$ cat config.mk
export PLATFORM = sky130hd
export DESIGN_NAME = sram_tp_rd_ctrl
export DESIGN_NICKNAME = d
export VERILOG_FILES = /design/src/rtl/sram_tp_rd_ctrl.sv
export SDC_FILE = /design/constraint.sdc
export NUM_CORES = 1
export LEC_CHECK = 0
export ABC_AREA = 1
export CORE_UTILIZATION = 55
export DETAILED_ROUTE_END_ITERATION = 8
export GPL_TIMING_DRIVEN = 0
export HOLD_SLACK_MARGIN = 0.15
export PLACE_DENSITY = 0.89
export SYNTH_ARGS = -nofsm -noshare
export SYNTH_HDL_FRONTEND = slang
export SYNTH_SLANG_ARGS = --single-unit
export TNS_END_PERCENT = 20
$ cat constraint.sdc
create_clock -name clk -period 3.8 [get_ports clk]
set_input_delay 0.38 -clock clk [delete_from_list [all_inputs] [get_ports clk]]
set_output_delay 0.38 -clock clk [all_outputs]
set_load 0.01 [all_outputs]
$ cat src/rtl/sram_tp_rd_ctrl.sv
// Streams a wrapping burst from a two-port SRAM onto a valid/ready port; first beat 2+RD_LAT cycles after start.
// Requests are credit-limited by outstanding reads plus buffered words, so consumer stalls never lose data.
module sram_tp_rd_ctrl #(
  parameter int SIZE    = 64,
  parameter int DATA_WD = 32,
  parameter int RD_LAT  = 1,
  localparam int SIZE_WD   = $clog2(SIZE),
  localparam int LEN_WD    = $clog2(SIZE + 1),
  localparam int BUF_DEPTH = RD_LAT + 2
) (
  input  logic               clk,
  input  logic               rstn,
  input  logic               start_i,
  input  logic [SIZE_WD-1:0] base_adr_i,
  input  logic [LEN_WD-1:0]  len_i,
  output logic               busy_o,
  output logic               done_o,
  output logic               sram_rd_val_o,
  output logic [SIZE_WD-1:0] sram_rd_adr_o,
  input  logic               sram_rd_val_i,
  input  logic [DATA_WD-1:0] sram_rd_dat_i,
  output logic               dat_val_o,
  output logic [DATA_WD-1:0] dat_o,
  input  logic               dat_rdy_i
);

  localparam int CNT_WD = $clog2(BUF_DEPTH + 1);
  localparam int PTR_WD = $clog2(BUF_DEPTH);

  localparam logic [1:0] IDLE  = 2'd0;
  localparam logic [1:0] RUN   = 2'd1;
  localparam logic [1:0] DRAIN = 2'd2;

  logic [1:0]         state_q, state_d;
  logic [SIZE_WD-1:0] adr_q, adr_d;
  logic [LEN_WD-1:0]  iss_rem_q, iss_rem_d;
  logic [LEN_WD-1:0]  acc_rem_q, acc_rem_d;
  logic [CNT_WD-1:0]  outst_q, outst_d;
  logic [CNT_WD-1:0]  fill_q, fill_d;
  logic [PTR_WD-1:0]  wr_ptr_q, wr_ptr_d;
  logic [PTR_WD-1:0]  rd_ptr_q, rd_ptr_d;
  logic [DATA_WD-1:0] buf_q [BUF_DEPTH];
  logic [DATA_WD-1:0] buf_d [BUF_DEPTH];
  logic               done_q, done_d;

  logic issue;
  logic ret_ok;
  logic push;
  logic pop;

  // Request depends only on registered state, never on dat_rdy_i.
  assign issue  = (state_q == RUN) &&
                  (({1'b0, outst_q} + {1'b0, fill_q}) < (CNT_WD + 1)'(BUF_DEPTH));
  assign ret_ok = sram_rd_val_i && (outst_q != '0);
  assign push   = ret_ok && (fill_q != CNT_WD'(BUF_DEPTH));
  assign pop    = (fill_q != '0) && dat_rdy_i;

  assign sram_rd_val_o = issue;
  assign sram_rd_adr_o = adr_q;
  assign dat_val_o     = (fill_q != '0);
  assign dat_o         = buf_q[rd_ptr_q];
  assign busy_o        = (state_q != IDLE);
  assign done_o        = done_q;

  always_comb begin
    state_d   = state_q;
    adr_d     = adr_q;
    iss_rem_d = iss_rem_q;
    acc_rem_d = acc_rem_q;
    outst_d   = outst_q;
    fill_d    = fill_q;
    wr_ptr_d  = wr_ptr_q;
    rd_ptr_d  = rd_ptr_q;
    buf_d     = buf_q;
    done_d    = 1'b0;

    case (state_q)
      IDLE: begin
        if (start_i) begin
          if (len_i != '0) begin
            state_d   = RUN;
            adr_d     = base_adr_i;
            iss_rem_d = len_i;
            acc_rem_d = len_i;
          end else begin
            done_d = 1'b1;
          end
        end
      end
      RUN: begin
        if (issue && (iss_rem_q == LEN_WD'(1))) state_d = DRAIN;
      end
      DRAIN: begin
        if (pop && (acc_rem_q == LEN_WD'(1))) begin
          state_d = IDLE;
          done_d  = 1'b1;
        end
      end
      default: state_d = IDLE;
    endcase

    if (issue) begin
      adr_d     = (adr_q == SIZE_WD'(SIZE - 1)) ? '0 : adr_q + SIZE_WD'(1);
      iss_rem_d = iss_rem_q - LEN_WD'(1);
    end
    if (pop) acc_rem_d = acc_rem_q - LEN_WD'(1);

    case ({issue, ret_ok})
      2'b10:   outst_d = outst_q + CNT_WD'(1);
      2'b01:   outst_d = outst_q - CNT_WD'(1);
      default: outst_d = outst_q;
    endcase

    case ({push, pop})
      2'b10:   fill_d = fill_q + CNT_WD'(1);
      2'b01:   fill_d = fill_q - CNT_WD'(1);
      default: fill_d = fill_q;
    endcase

    if (push) begin
      buf_d[wr_ptr_q] = sram_rd_dat_i;
      wr_ptr_d = (wr_ptr_q == PTR_WD'(BUF_DEPTH - 1)) ? '0 : wr_ptr_q + PTR_WD'(1);
    end
    if (pop) rd_ptr_d = (rd_ptr_q == PTR_WD'(BUF_DEPTH - 1)) ? '0 : rd_ptr_q + PTR_WD'(1);
  end

  always_ff @(posedge clk or negedge rstn) begin
    if (!rstn) begin
      state_q   <= IDLE;
      adr_q     <= '0;
      iss_rem_q <= '0;
      acc_rem_q <= '0;
      outst_q   <= '0;
      fill_q    <= '0;
      wr_ptr_q  <= '0;
      rd_ptr_q  <= '0;
      done_q    <= 1'b0;
      for (int i = 0; i < BUF_DEPTH; i++) buf_q[i] <= '0;
    end else begin
      state_q   <= state_d;
      adr_q     <= adr_d;
      iss_rem_q <= iss_rem_d;
      acc_rem_q <= acc_rem_d;
      outst_q   <= outst_d;
      fill_q    <= fill_d;
      wr_ptr_q  <= wr_ptr_d;
      rd_ptr_q  <= rd_ptr_d;
      done_q    <= done_d;
      buf_q     <= buf_d;
    end
  end

`ifdef SRAM_TP_RD_CTRL_DEBUG
  // Sticky flag: a return with nothing outstanding, or one that found the buffer full.
  logic dbg_ret_err_q;
  always_ff @(posedge clk or negedge rstn) begin
    if (!rstn) dbg_ret_err_q <= 1'b0;
    else if ((sram_rd_val_i && !ret_ok) || (ret_ok && !push)) dbg_ret_err_q <= 1'b1;
  end
`endif

endmodule

Word-level counts from Yosys, hierarchy flattened
Cells that the tools add are included.

word-level totals
  register bits after elaboration = 127
  input port bits = 50
  word-level logic and storage cells = 96

operators by class
  $add $sub $neg = 10
  order comparisons = 4
  equality and inequality tests = 16
  multiplexer cells = 29
  bitwise operators = 2
  reduce and logical (&&, ||, !) cells = 23

operators by type and width
  kind                   number
  $bwmux W96             1
  $mux W32               3
  $bmux W32 S2           1
  $demux W32 S2          1
  $mux W7                5
  $mux W6                5
  $reduce_bool A2 Y1     11
  $eq A7 B1 Y1 const B   2
  $sub A7 B1 Y7 const B  2
  $mux W2                6
  $eq A2 B2 Y1 const B   5
  $add A2 B1 Y2 const B  4
  $ne A2 B2 Y1 const B   4
  $pmux W2 S2            2
  $logic_and A1 B1 Y1    7
  $reduce_bool A7 Y1     1
  $add A6 B1 Y6 const B  1
  $eq A2 B1 Y1 const B   3
  $eq A6 B6 Y1 const B   1
  $ge A3 B3 Y1 const B   2
  $not A2 Y3             2
  $pmux W2 S3            1
  $reduce_and A3 Y1      2
  $reduce_and A4 Y1      1
  other kinds (8)        11

Longest topological paths before layout
  word-level depth = 6
  depth in mapped cells = 10
  depth with buffers taken out = 9

Worst setup path before layout
No wires, ideal clock.

  kind = reg2reg
  from = register outst_q[0]
  to = register outst_q[1]
  library setup time = 0.124 ns
  arrival = 2.062 ns
  path slack = 1.614 ns
  cell stages (with the launch flop) = 10
  path buffers = 1
  clock period less this slack = 2.186 ns
  path through = dfrtp_1 -> ha_1 -> fa_1 -> nand2_1 -> nand3_1 -> buf_2 -> ha_1 -> a21oi_1 -> o21ai_0 -> xnor2_1

between the ends
  cells in the longest elaborated chain, start to end = 5
  elaborated cells between the ends (all ways) = 11
  those cells by class = add/sub: 3; order compare: 1; eq/ne: 2; mux: 1; reduce/logical: 4

RTL lines
  what                                                      line  text
  start, declared                                           38    logic [CNT_WD-1:0] outst_q, outst_d;
  start signal, assigned                                    144   outst_q <= outst_d;
  $add A2 B2 Y3                                             53    (({1'b0, outst_q} + {1'b0, fill_q}) < (CNT_WD + 1)'(BUF_DEPTH));
  $lt A3 B2 Y1                                              53
  $logic_and A1 B1 Y1                                       52    assign issue = (state_q == RUN) &&
  $eq A2 B1 Y1 / $eq A2 B2 Y1 (equally long branches)       108   case ({issue, ret_ok})
  $pmux W2 S2 / $reduce_bool A2 Y1 (equally long branches)  n/a

Parallel ways exist; a longest one is shown, timed or not.
A chain may end at the register's enable or synchronous reset.

Worst setup path after layout
  from = register fill_q[0]
  to = output port sram_rd_val_o

between the ends
  cells in the longest elaborated chain, start to end = 3

RTL lines
  what                    line  text
  start, declared         39    logic [CNT_WD-1:0] fill_q, fill_d;
  start signal, assigned  145   fill_q <= fill_d;
  $add A2 B2 Y3           53
  $lt A3 B2 Y1            53
  $logic_and A1 B1 Y1     52
  end, declared           18    output logic sram_rd_val_o,

No other way between the ends.

==> flow_summary.json <==
{
  "num_rows": 38,
  "ys_ff_latch": 127,
  "cp-end-kind": "primary output",
  "synthesis.instances": 766,
  "wl_um": 15370,
  "reg2regPathDepth": 9,
  "postCtsSetupBuffers": 0,
  "combPwrFrac_pct": 47.9,
  "power_switching_mw": 3.023,
  "final_cell_area_mm2": 0.008064,
  "syn_area_mm2": 0.006374,
  "start_util_pct": 57.53,
  "cts_buffer_depth": 2,
  "yosysWarnings": 0,
  "cp.required_ns": 3.42,
  "syn-num-nets": 825,
  "timing.rr.start": "fill_q[0]",
  "grt_use_total_pct": 27.29,
  "cts_tree": "done",
  "final_util_pct": 72.79,
  "power_density_mw_per_mm2": 940.9,
  "finalSetupViolations": 0,
  "worstPathCellList": "ha_1 > fa_1 > nand2_1 > nand2_1 > nor2_1 > buf_2 > clkdlybuf4s50_1",
  "pwr-share-seq_pct": 31.5,
  "ir_drop_mv": 0.5398,
  "clk_latency_ns": 0.42,
  "routed_via_density": 5.460,
  "grt_pass1_wl_um": 24950,
  "max_slew_margin_pct": 64.29,
  "cellLeakagePower_nw": 3.955,
  "holdCritPathClass": "input pin to async pin",
  "outcome": "finished clean",
  "ctsRootBufferMaster": "clkbuf_16",
  "ys_types": 32,
  "clock-skew-final_ns": 0.007787,
  "crit_type": "register to primary output",
  "clkTransAtPathRegs_ns": 0.06,
  "swShare_pct": 39.84,
  "top_level_ports": 92,
  "cp_slowest_cell": "clkdlybuf4s50_1",
  "arrival_ns": 2.74,
  "ant_nets": 0,
  "dieArea_mm2": 0.01202,
  "fill_cells": 813,
  "antenna_found_initial": 0,
  "layout-drive-gt1-share_pct": 11.56,
  "critPathMaxStageDelay_ns": 0.58,
  "cts_made_buffers": 17,
  "r2r_setup_slack_ns": 1.38,
  "yosysSeqAreaShare_pct": 49.86,
  "vias": 5629,
  "dp_hpwl_um": 10070,
  "fmax_ghz": 0.3204,
  "wl_per_cell_um": 14.91,
  "postCtsHoldBufs": 1,
  "finalMaxSlewViolations": 0,
  "min_period_ns": 3.121,
  "h-tree-depth": 4,
  "finalNetCount": 937,
  "cp_common_cell": "nand2_1",
  "place_congestion": 0.8248,
  "grt-ovfl-total": 0,
  "synth.avg_cell_area_um2": 8.321,
  "dr.pass1.iters": 7,
  "cap_violations": 0,
  "crit_path_end": "sram_rd_val_o",
  "die-width_um": 109.7,
  "core_area_mm2": 0.01108,
  "grt_setup_unrepaired": "false",
  "pwr-share-clk_pct": 20.7,
  "grt_max_degree": 100,
  "finalPower_mw": 7.587,
  "r2r-end": "outst_q[1]",
  "grt_pass1_vias": 5433,
  "area_delta_synth_final_pct": 26.52,
  "dieHeight_um": 109.7,
  "startpoint": "fill_q[0]",
  "placed_area_mm2": 0.007488,
  "internal_power_mw": 4.564,
  "tightest_slew_ns": 0.5356,
  "start_kind": "register",
  "port_buffers": 91,
  "path_max_fanout": 10,
  "cts_resized": 0,
  "drt_iter0_drc": 463,
  "antenna_cells": 0,
  "clock-sinks": 127,
  "finalHoldViolations": 0,
  "drc": 0,
  "min_period_over_period_pct": 82.14
}
kinds of logic after synthesis:
kind of cell               count (synthesis)  synth area share [%]
and+or+nand+nor                          399                 26.60
DFF                                      127                 49.86
AOI/OAI and AO/OA                        117                 11.52
buffers and inverters                    107                 9.167
adders and majority gates                  9                 1.885
xor gates and xnor gates                   7                0.9619
stage by stage:
step | setup WS, ns | cells | TNS (ns) | hold slack, ns
after floorplan | 1.614 | 766 | 0 | 0.08441
after global placement | -2.494 | 997 | -315.38 | 0.4648
after detailed placement | 1.128 | 998 | 0 | 0.2660
after CTS | 0.6727 | 1031 | 0 | 0.3969
after global routing | 0.5710 | 1031 | 0 | 0.4068
final | 0.6787 | 1031 | 0 | 0.3892
state kept, by name (all words and copies together), names as in the netlist:
name	cells
wr_ptr_q	2
iss_rem_q	7
rd_ptr_q	2
done_o	1
fill_q	2
sram_rd_adr_o	6
acc_rem_q	7
state_q	2
outst_q	2
buf_q	96
cells in the mapped netlist (all sizes together):
cell type / count / area, um2
buf: 25 / 276.5
nand2: 253 / 952.2
clkbuf: 15 / 56.30
o211ai: 1 / 7.510
xor2: 1 / 8.760
nand3: 120 / 623.1
clkinv: 1 / 3.750
fa: 1 / 20.02
nor2: 19 / 73.82
o21a: 1 / 8.760
dfrtp: 127 / 3178
ha: 8 / 100.1
inv: 66 / 247.7
and2: 1 / 8.760
o21bai: 3 / 22.52
o21ai: 109 / 680.7
nand4: 3 / 18.77
a21oi: 3 / 15.01
or2: 3 / 18.77
xnor2: 6 / 52.55
layer usage:
metal	routed length [um]	track usage (%)	vias up
li1	-	-	2705
met1	6602	34.97	2726
met2	7778	45.73	172
met3	747	5.809	26
met4	246	9.905	0
met5	0	0	-
critical path: cells and delay by family, from the launching register on:
family | cells | cell delay, ns
adders and majority gates | 2 | 0.67
buffers and inverters | 2 | 0.86
DFF | 1 | 0.44
and+or+nand+nor | 3 | 0.36
power by group through the flow:
stage,Clock (mW),Combinational [mW],Sequential (mW)
2_1_floorplan,0,2.35,2.31
3_3_place_gp,0,3.50,2.36
3_5_place_dp,0,3.61,2.38
4_1_cts,1.57,3.64,2.38
5_1_grt,1.63,4.06,2.45
6_report,1.57,3.63,2.39
layout make-up:
class / instances / area [um2] / area share, %
inverters: 67 / 251.5 / 3.119
repair buffers: 93 / 949.7 / 11.78
multi-input cells: 532 / 2611 / 32.38
plain buffers: 40 / 332.8 / 4.127
clock buffers: 20 / 446.7 / 5.539
flip-flops and latches: 127 / 3178 / 39.41
clock inverters: 12 / 118.9 / 1.474
well taps: 140 / 175.2 / 2.172
layout by cell type (no fill, tap or decap), types with 2 or more instances in the layout:
cell type,count
nand4_1,3
buf_4,2
xnor2_1,6
o21ai_2,36
buf_12,2
clkdlybuf4s50_1,90
inv_1,65
nand3_2,2
buf_6,10
nand2_1,252
ha_1,8
bufinv_16,2
o21ai_0,45
clkinv_2,7
clkinvlp_4,2
o21bai_1,3
buf_8,6
or2_2,2
buf_2,6
o21ai_1,28
a21oi_1,3
nor2_1,18
clkbuf_1,17
dfrtp_1,127
clkbuf_16,17
nand3_1,117
how the worst min path moves through the flow:
stage               startpoint            to  slack, ns  depth (start not counted)
floorplan                 rstn  acc_rem_q[0]       0.08                          0
global placement     buf_q[95]     buf_q[95]       0.46                          2
detailed placement        rstn  iss_rem_q[2]       0.27                          1
CTS                       rstn  iss_rem_q[2]       0.40                          2
global route              rstn  iss_rem_q[2]       0.41                          2
finish                    rstn  iss_rem_q[2]       0.39                          2
(Power assumes the default switching activity.)
